===== config.mk =====
export PLATFORM = sky130hd
export DESIGN_NAME = qeciphy_tx_scheduler
export DESIGN_NICKNAME = d
export VERILOG_FILES = /design/src/rtl/qeciphy_tx_scheduler.sv
export SDC_FILE = /design/constraint.sdc
export NUM_CORES = 1
export LEC_CHECK = 0
export CAP_MARGIN = 40
export CORE_ASPECT_RATIO = 0.6
export CORE_UTILIZATION = 35
export DETAILED_ROUTE_END_ITERATION = 8
export PLACE_DENSITY = 0.78
export SYNTH_ARGS = -nofsm -noshare
export SYNTH_HDL_FRONTEND = slang
export SYNTH_SLANG_ARGS = --single-unit
export TNS_END_PERCENT = 50

===== constraint.sdc =====
create_clock -name ACLK -period 6.7 [get_ports ACLK]
set_clock_uncertainty 0.05 [all_clocks]
set_input_delay 1.34 -clock ACLK [delete_from_list [all_inputs] [get_ports ACLK]]
set_output_delay 1.34 -clock ACLK [all_outputs]
set_load 0.005 [all_outputs]

===== src/rtl/qeciphy_tx_scheduler.sv =====
// Round-robin scheduler sharing the QECIPHY TX AXI-Stream among NUM_REQ requesters.
// Grants bounded bursts, registers the outgoing beat and flushes it when the link drops.
module qeciphy_tx_scheduler #(
    parameter int NUM_REQ   = 4,
    parameter int DATA_W    = 64,
    parameter int MAX_BURST = 16
) (
    input  logic                      ACLK,
    input  logic                      ARST,
    input  logic                      LINK_READY,
    input  logic [NUM_REQ*DATA_W-1:0] REQ_TDATA,
    input  logic [NUM_REQ-1:0]        REQ_TVALID,
    output logic [NUM_REQ-1:0]        REQ_TREADY,
    output logic [DATA_W-1:0]         TX_TDATA,
    output logic                      TX_TVALID,
    input  logic                      TX_TREADY,
    output logic [NUM_REQ-1:0]        GRANT,
    output logic [15:0]               FLUSH_CNT
);

    localparam int PW = $clog2(NUM_REQ);

    localparam logic [1:0] S_DOWN  = 2'd0;
    localparam logic [1:0] S_IDLE  = 2'd1;
    localparam logic [1:0] S_BURST = 2'd2;

    logic [1:0]         state;
    logic [NUM_REQ-1:0] grant_q;
    logic [PW-1:0]      ptr;
    logic [7:0]         bcnt;
    logic [DATA_W-1:0]  tx_data;
    logic               tx_valid;
    logic [15:0]        flush_cnt;

    logic               slot_free;
    logic               in_burst;
    logic               gnt_valid;
    logic               accept;
    logic               burst_full;
    logic               found;
    logic [PW-1:0]      pick;
    logic [DATA_W-1:0]  sel_data;

    // Output slot can take a new beat when empty or draining this cycle.
    assign slot_free  = !tx_valid || TX_TREADY;
    // Link loss kills the handshake in the same cycle it is seen.
    assign in_burst   = (state == S_BURST) && LINK_READY;
    assign gnt_valid  = |(REQ_TVALID & grant_q);
    assign accept     = in_burst && slot_free && gnt_valid;
    assign burst_full = ({1'b0, bcnt} + 9'd1) == 9'(MAX_BURST);

    // Ready never looks at REQ_TVALID, so requesters may wait on it safely.
    assign REQ_TREADY = grant_q & {NUM_REQ{in_burst && slot_free}};
    assign GRANT      = LINK_READY ? grant_q : '0;
    assign TX_TDATA   = tx_data;
    assign TX_TVALID  = tx_valid;
    assign FLUSH_CNT  = flush_cnt;

    // Round-robin pick: first valid above ptr, then wrap to indices 0..ptr.
    always_comb begin
        pick  = ptr;
        found = 1'b0;
        for (int i = 0; i < NUM_REQ; i++) begin
            if (!found && REQ_TVALID[i] && (i > int'(ptr))) begin
                found = 1'b1;
                pick  = PW'(i);
            end
        end
        for (int i = 0; i < NUM_REQ; i++) begin
            if (!found && REQ_TVALID[i] && (i <= int'(ptr))) begin
                found = 1'b1;
                pick  = PW'(i);
            end
        end
    end

    // Data mux driven by the one-hot grant.
    always_comb begin
        sel_data = '0;
        for (int i = 0; i < NUM_REQ; i++) begin
            if (grant_q[i]) sel_data = REQ_TDATA[i*DATA_W +: DATA_W];
        end
    end

    // Link/arbitration state machine: DOWN -> IDLE -> BURST -> IDLE ...
    always_ff @(posedge ACLK or posedge ARST) begin
        if (ARST) begin
            state   <= S_DOWN;
            grant_q <= '0;
            ptr     <= PW'(NUM_REQ - 1);
            bcnt    <= '0;
        end else if (!LINK_READY) begin
            state   <= S_DOWN;
            grant_q <= '0;
            bcnt    <= '0;
        end else begin
            case (state)
                S_DOWN: state <= S_IDLE;
                S_IDLE: begin
                    if (found) begin
                        grant_q <= NUM_REQ'(1) << pick;
                        ptr     <= pick;
                        bcnt    <= '0;
                        state   <= S_BURST;
                    end
                end
                S_BURST: begin
                    if (accept) bcnt <= bcnt + 8'd1;
                    // Full burst or a grantee with nothing to send ends the grant.
                    if ((accept && burst_full) || (slot_free && !gnt_valid)) begin
                        grant_q <= '0;
                        state   <= S_IDLE;
                    end
                end
                default: begin
                    grant_q <= '0;
                    state   <= S_DOWN;
                end
            endcase
        end
    end

    // Output beat register: hold while stalled, load on accept, drop on link loss.
    always_ff @(posedge ACLK or posedge ARST) begin
        if (ARST) begin
            tx_data   <= '0;
            tx_valid  <= 1'b0;
            flush_cnt <= '0;
        end else if (!LINK_READY) begin
            // A beat already taken by the PHY this cycle is not a loss.
            if (tx_valid && !TX_TREADY && (flush_cnt != 16'hFFFF))
                flush_cnt <= flush_cnt + 16'd1;
            tx_valid <= 1'b0;
        end else if (accept) begin
            tx_data  <= sel_data;
            tx_valid <= 1'b1;
        end else if (TX_TREADY) begin
            tx_valid <= 1'b0;
        end
    end

endmodule


After elaboration in Yosys (flattened, before gate mapping) --
Index checks and enable logic that the tools add are counted.
Storage, ports and cells: flip-flop bits (word level) 97, input bits 264, output and inout bits 89, logic and storage cells 102
Operators by class: add/subtract/negate cells 3, $lt $le $gt $ge 6, equality and inequality tests 10, shifts and indexed selects 1, multiplexer cells 34, bitwise logic cells 3, reductions and logical operators 38
Operator list (number):
- 64-bit 2-to-1 mux | 4
- 8-bit 2-to-1 mux | 3
- 2-bit 2-to-1 mux | 10
- 1-bit logical AND | 19
- 16-bit by 1-bit adder with 16-bit output (second input constant) | 1
- 4-bit 2-to-1 mux | 4
- 16-bit inequality test (second input constant) | 1
- 8-bit one-hot mux with 2 select lines | 1
- 4-bit one-hot mux with 3 select lines | 1
- 1-bit 2-to-1 mux | 10
- 8-bit by 1-bit adder with 9-bit output (second input constant) | 1
- 9-bit by 5-bit == test with 1-bit output (second input constant) | 1
- 1-bit zero test | 9
- 3-bit AND reduction | 3
- 8-bit by 1-bit adder with 8-bit output (second input constant) | 1
- 4-bit AND | 2
- 3-bit by 1-bit inequality test with 1-bit output (second input constant) | 2
- 3-bit inequality test (second input constant) | 2
- 2-bit one-hot mux with 3 select lines | 1
- 2-bit AND reduction | 3
- 2-bit > comparator (first input constant) | 2
- 2-bit less-or-equal comparator (first input constant) | 2
- 4-bit OR reduction | 1
- 1-bit by 2-bit left shift with 4-bit output (first input constant) | 1
- other kinds (9) | 10

Depth between registers and ports, before layout --
depth after elaboration 30, gate-level depth with buffers 8

Least setup slack after synthesis --
Ideal clock, no wire load.
kind in2out, from in LINK_READY, to out REQ_TREADY[0], arrival time 1.970 ns, data required time 5.310 ns, path slack 3.340 ns, stages on the path 4, path buffers 1, cell sequence buf_2 > nand3b_4 > nor2_1 > and2_1
On the way: word-level cells in the longest chain between the ends 3
Ends and longest elaborated chain:
- start, declared | line 10 | input logic LINK_READY,
- 1-bit logical AND | line 47 | assign in_burst = (state == S_BURST) && LINK_READY;
- 1-bit logical AND | line 53 | assign REQ_TREADY = grant_q & {NUM_REQ{in_burst && slot_free}};
- 4-bit AND | line 53
- end, declared | line 13 | output logic [NUM_REQ-1:0] REQ_TREADY,
Every way passes these cells.

Worst setup path after layout --
from in LINK_READY, to out REQ_TREADY[3]
Same word-level chain as after synthesis.

==> results.md <==
- Input and output buffers added on the ports amount to about 350.
- Setup total negative slack on the finished layout was measured at 0 ns.
- The share of flip-flops with an asynchronous set or reset after synthesis is between 90% and 100%.
- The buffers inserted during post-CTS setup optimization is 0.
- The library cell used most frequently in the layout, excluding fill and tap cells, is sky130_fd_sc_hd__clkdlybuf4s50_1.
- The start point of the worst hold path is TX_TDATA[18].
- After synthesis the netlist holds a flip-flop and latch count of 97.
- The number of hold violations in the final report is 0.
- For hold timing, the worst endpoint is TX_TDATA[18].
- The tree is rooted in a sky130_fd_sc_hd__clkbuf_16.
- The leakage power summed over all cells is approximately 3.8 nW.
- STA puts the critical path data arrival time at 3.30 ns.
- From left edge to right edge, the die measures approximately 170 um.
- The clock-pin slew on the worst setup and hold paths is 0.07 ns.
- The routability congestion estimate is 0.794.
- The overall power consumption is around 1.9 mW.
- The number of cell instances on the worst register-to-register path is 5.
- Among cell families on the critical path, the largest total delay comes from buffers and inverters.
- Synthesis produced around 710 cells.
- The average via count per standard cell is 5.24.
- The largest voltage drop on the vdd net is between 100 and 150 uV.
- The core area is between 15000 and 20000 sq um.
- Of all nets on the critical path, the largest fanout is 10.
- The total length of routed wires is 21600 um.
- The required time reported for the critical path endpoint is ~5.3 ns.
- The count of yosys warnings during synthesis is 0.
- The endpoint identified for the worst register-to-register timing path is TX_TDATA[7].
- Setup violations remaining at the end of the flow were counted as 0.
- The critical path goes through clkdlybuf4s50_1 > nand3b_4 > nor2_1 > and2_1 > clkdlybuf4s50_1.
- The total number of placement rows is 36.
- The top cell types in the final layout, fill and taps aside, are 352 x sky130_fd_sc_hd__clkdlybuf4s50_1, 92 x sky130_fd_sc_hd__dfrtp_1, 86 x sky130_fd_sc_hd__nand2_1, 77 x sky130_fd_sc_hd__o21ai_0, 70 x sky130_fd_sc_hd__nor2b_1.
- The achievable clock frequency is roughly 0.21 GHz.
- Across all layers, the routed design uses about 6600 vias.
- The global-route congestion overflow total is 0.
- TritonCTS built the clock tree.
- The initial cell density of the core is ~36%.
- Cells with a size suffix above 1 make up roughly 4% of the layout.
- The initial detailed-routing violation count is roughly 410.
- The number of hold buffers added after CTS was 0.
- Once the clock tree was built, the resizer swapped 0 gates to a different size.
- The first global-routing pass estimated roughly 32000 um of wire.
- The maximum clock insertion buffer count is 2.
- The critical path is of the in -> out type.
- Setup repair after global routing left no endpoint under its margin.
- The wire length per cell after detailed routing is roughly 17 um.
- The beginning of the critical path is LINK_READY.
- For this run, the post-layout net count is approximately 1300.
- The tree built by TritonCTS fans out to 97 sinks.
- Relative to the synthesized area, the layout overhead comes to 66.4%.
- The initial antenna violation count is 0.
- The depth of the worst hold-timing path is 2.
- Counting the buffers created by CTS gives 9.
- The final critical-path required period is 4.69 ns.
- For this design the top-level I/O count stands at roughly 350.
- The die outline area is approximately 17000 sq um.
- The reported max-cap violation count is 0.
- The worst hold slack across all endpoints is 0.430 ns.
- The reg-to-reg critical path startpoint is grant_q[2].
- After synthesis, the netlist uses 49 different library cells.
- The post-route core utilization is between 60% and 70%.
- The setup slack on the worst flop-to-flop path is between 3 and 4 ns.
- The worst hold path class is reg -> reg.
- The actual slew at the worst max-slew pin is approximately 0.80 ns.
- The post-synthesis average cell area is between 8 and 9 sq um.
- The count of antenna-violating nets left after detailed routing is 0.
- The power per unit of standard cell area is between 150 and 200 nW/um^2.
- The number of enable flip-flop cells after synthesis is 0.
- The H-tree generated during clock tree synthesis spans 3 levels.
- In this design, the critical path's most frequently occurring cell is sky130_fd_sc_hd__clkdlybuf4s50_1.
- The leading register cell type out of synthesis is sky130_fd_sc_hd__dfrtp_1.
- The flow ran to the end, and the final reports show no timing, DRC or antenna violations.
- For this run, the register share of the synthesized area comes to roughly two fifths.
- The estimated wirelength of the detail-placed design is between 15000 and 20000 um.
- The length of the first detailed-routing pass in iterations is 5.
- The worst slew slack as a fraction of its limit is 46.8%.
- The cell type of the slowest stage on the worst timing path is sky130_fd_sc_hd__clkdlybuf4s50_1.
- The antenna diode count is 0.
- The net count after synthesis is roughly 1000.
- The number of buffers and inverters on the critical path is 2.
- STA classifies the critical path startpoint as a primary input.
- The remaining routing DRC violations is 0.
- The number of pins with negative max-slew slack in the final report came to 0.
- The type of destination of the critical path is a primary output.
- The clock latency of the later-clocked register in the worst-skew pair is between 0.3 and 0.4 ns.
- The synthesized netlist occupies a cell area of roughly 6000 sq um.
- The maximum number of pins on one net before global-route repair is 86.
- The height of the chip is 103 um.
- The largest single stage delay on the critical path is 0.71 ns.
- The global routing usage summed across all routing layers is 23.8%.
- The via count of the first global-routing pass is just under 6000.
- The final worst-path cycle share is between 70% and 80%.
-- worst reg2reg max path, cell delays in order, from the launching register on --
cell,delay (ns)
sky130_fd_sc_hd__dfrtp_4,0.76
sky130_fd_sc_hd__a22oi_2,0.41
sky130_fd_sc_hd__nand2_1,0.14
sky130_fd_sc_hd__nand2_4,0.46
sky130_fd_sc_hd__buf_4,0.63
sky130_fd_sc_hd__o21ai_0,0.24
-- cells in the mapped netlist, types with 2 or more instances --
cell type,number,share of area [%]
sky130_fd_sc_hd__and4_1,2,0.30
sky130_fd_sc_hd__nand3b_1,2,0.25
sky130_fd_sc_hd__o211ai_1,2,0.25
sky130_fd_sc_hd__nand4_1,6,0.63
sky130_fd_sc_hd__nand3_1,10,0.85
sky130_fd_sc_hd__xor2_1,8,1.2
sky130_fd_sc_hd__nand2b_1,3,0.32
sky130_fd_sc_hd__and3_1,5,0.53
sky130_fd_sc_hd__clkbuf_1,45,2.9
sky130_fd_sc_hd__o21ai_0,77,6.5
sky130_fd_sc_hd__o31ai_1,8,1.0
sky130_fd_sc_hd__nand2_1,87,5.5
sky130_fd_sc_hd__and2_1,9,0.95
sky130_fd_sc_hd__a21oi_1,68,5.8
sky130_fd_sc_hd__inv_1,6,0.38
sky130_fd_sc_hd__buf_2,15,1.3
sky130_fd_sc_hd__ha_1,3,0.63
sky130_fd_sc_hd__mux2_2,3,0.57
sky130_fd_sc_hd__nor3b_1,2,0.25
sky130_fd_sc_hd__nor2b_1,71,7.5
sky130_fd_sc_hd__dfstp_2,2,0.89
sky130_fd_sc_hd__a221oi_1,64,9.5
sky130_fd_sc_hd__o21a_1,2,0.25
sky130_fd_sc_hd__xnor2_1,7,1.0
sky130_fd_sc_hd__nor2_1,12,0.76
sky130_fd_sc_hd__a22o_1,4,0.59
sky130_fd_sc_hd__dfrtp_1,95,40
sky130_fd_sc_hd__nor3_1,69,5.8
-- power by group --
part / switching, mW / leakage [nW] / internal [mW] / total (mW)
Clock: 0.251 / 0.143 / 0.264 / 0.515
Sequential: 0.0780 / 1.33 / 0.645 / 0.723
Combinational: 0.263 / 2.37 / 0.367 / 0.630
-- per-layer routing --
metal | wire length, um | track usage [%]
met5 | 0 | 0
met3 | 1630 | 5.91
met4 | 357 | 4.92
met1 | 9490 | 30.9
met2 | 10100 | 40.6
-- through the flow --
step | instance area, sq um | std cells | setup slack [ns]
after floorplan | 5920 | 708 | 2.78
after global placement | 9550 | 1233 | 2.04
after detailed placement | 9550 | 1233 | 1.99
after CTS | 9850 | 1249 | 1.99
after global routing | 9850 | 1249 | 1.86
final | 9850 | 1249 | 2.01
-- cell families after synthesis --
family                     Yosys count  share of synthesized area [%]
AOI/OAI and AO/OA                  238                           26.0
xor gates and xnor gates            15                           2.22
adders and majority gates            3                          0.635
buffers and inverters               67                           4.57
DFF                                 97                           41.1
muxes                                3                          0.571
and+or+nand+nor                    285                           24.9
-- sequential cells by signal, indices dropped and copies added, names as in the netlist --
name / flops
TX_TVALID: 1
FLUSH_CNT: 16
state: 2
TX_TDATA: 64
grant_q: 4
ptr: 2
bcnt: 8
-- how the worst max path moves through the flow --
stage	end	slack [ns]	cells past startpoint
floorplan	FLUSH_CNT[0]	2.78	1
global placement	REQ_TREADY[3]	2.04	5
detailed placement	REQ_TREADY[1]	1.99	5
CTS	REQ_TREADY[1]	1.99	5
global route	REQ_TREADY[0]	1.86	5
finish	REQ_TREADY[3]	2.01	5
-- layout make-up --
cell class	count	area, sq um
inverter	6	25.0
tap	228	285
timing repair buffer	358	3570
clock inverter	7	72.6
multi-input combinational	544	3230
fill	1443	6550
clock buffer	9	225
sequential	97	2440
Note: power is estimated with default switching activity, not from simulation.
==> RTL edit, RTL diff (same settings) <==
Change the parameter `NUM_REQ` from 4 to 2.
--- a/src/rtl/qeciphy_tx_scheduler.sv
+++ b/src/rtl/qeciphy_tx_scheduler.sv
@@ -2,5 +2,5 @@
 // Grants bounded bursts, registers the outgoing beat and flushes it when the link drops.
 module qeciphy_tx_scheduler #(
-    parameter int NUM_REQ   = 4,
+    parameter int NUM_REQ   = 2,
     parameter int DATA_W    = 64,
     parameter int MAX_BURST = 16
Interface: changed (resized GRANT, REQ_TDATA, REQ_TREADY and REQ_TVALID); port bits go from 353 to 219. The function was not compared with the original's and may differ.
==> RTL edit against the original RTL <==
  * Routed wire length is 37% lower
  * Critical path type unchanged
  * Sequential share of layout area is 8.7 points higher
  * Power is 17% lower
  * Highest routed layer unchanged
  * Area after synthesis is 24% lower
  * Largest cell class is now sequential cells
  * Setup slack better by 0.20 ns
  * Sequential cell count is 3 lower
  * Final area is 28% lower
  * Cell count is 34% lower
  * Clock power is 8.0% lower
  * Count of clock-buffer cells in the layout is 1 higher
==> RTL edit: results (changes against the original RTL) <==
| Metric | Value |
|---|---|
| Top post-synthesis cells by area | `dfrtp_1 52%, a221oi_1 12%, nor2_1 11%` |
| Placed insts | `808 (-34%)` |
| Number of DRC markers in iteration 0 | `248 (-40%)` |
| WL/cell | `16.5 um (-4.6%)` |
| Met2 Usage GRT | `33.1% (-7.5 points)` |
| GRT Total Usage | `20.1% (-3.7 points)` |
| Pre-CTS WS | `2.20 ns (+0.211 ns)` |
| Hpwl dp | `9940 um (-38%)` |
| Met1 usage | `26.9% (-3.9 points)` |
| Layout cells sized above 1 | `5.01% (+1.1 points)` |
| GR Util met3 | `4.69% (-1.2 points)` |
| Outcome | `completed` |
| Hold Startpoint | `TX_TDATA[62]` |
| Via/cell ratio | `5.23 (-0.19%)` |
| XOR/XNOR Fraction of Synth Area | `3.13% (+0.91 points)` |
| Metal3 WL | `806 um (-50%)` |
| Critical R2R Capture | `TX_TDATA[53]` |
| Crit path DAT | `3.11 ns (-0.19 ns)` |
| Worst reg2reg startpoint | `grant_q[1]` |
| Met2 WL | `6520 um (-36%)` |
| Multi-input logic area | `1960 um2 (-39%)` |
| Post-synthesis mux area share | `0.699% (+0.13 points)` |
| Seq/Total Area, Yosys | `52.6% (+12 points)` |
| Post-synthesis compound-gate area fraction | `18.2% (-7.9 points)` |
| CP endpoint | `REQ_TREADY[0]` |
-- RTL edit: cell count changes after synthesis, moves of 4 or more --
cell	delta
o21ai_0	-77
xor2_1	+7
clkbuf_1	-23
nor2_1	+119
a21oi_1	-64
nor3_1	-57
nand2_1	-69
and2_1	-4
o31ai_1	-8
xnor2_1	-6
nor2b_1	-68
buf_2	-6
-- RTL edit: power groups by stage --
stage / registers, mW / clock network, mW / logic (mW)
5_1_grt: 0.713 / 0.513 / 0.412
3_3_place_gp: 0.706 / 0 / 0.379
6_report: 0.701 / 0.474 / 0.382
2_1_floorplan: 0.710 / 0 / 0.109
4_1_cts: 0.702 / 0.492 / 0.387
3_5_place_dp: 0.712 / 0 / 0.385
-- RTL edit: layout make-up --
| cell class | count | area share, % |
|---|---|---|
| clock buffers | 10 | 3.25 |
| clock inverters | 6 | 0.639 |
| inverters | 5 | 0.284 |
| multi-input cells | 320 | 27.9 |
| flip-flops and latches | 94 | 33.4 |
| well taps | 165 | 2.93 |
| repair buffers | 224 | 31.6 |
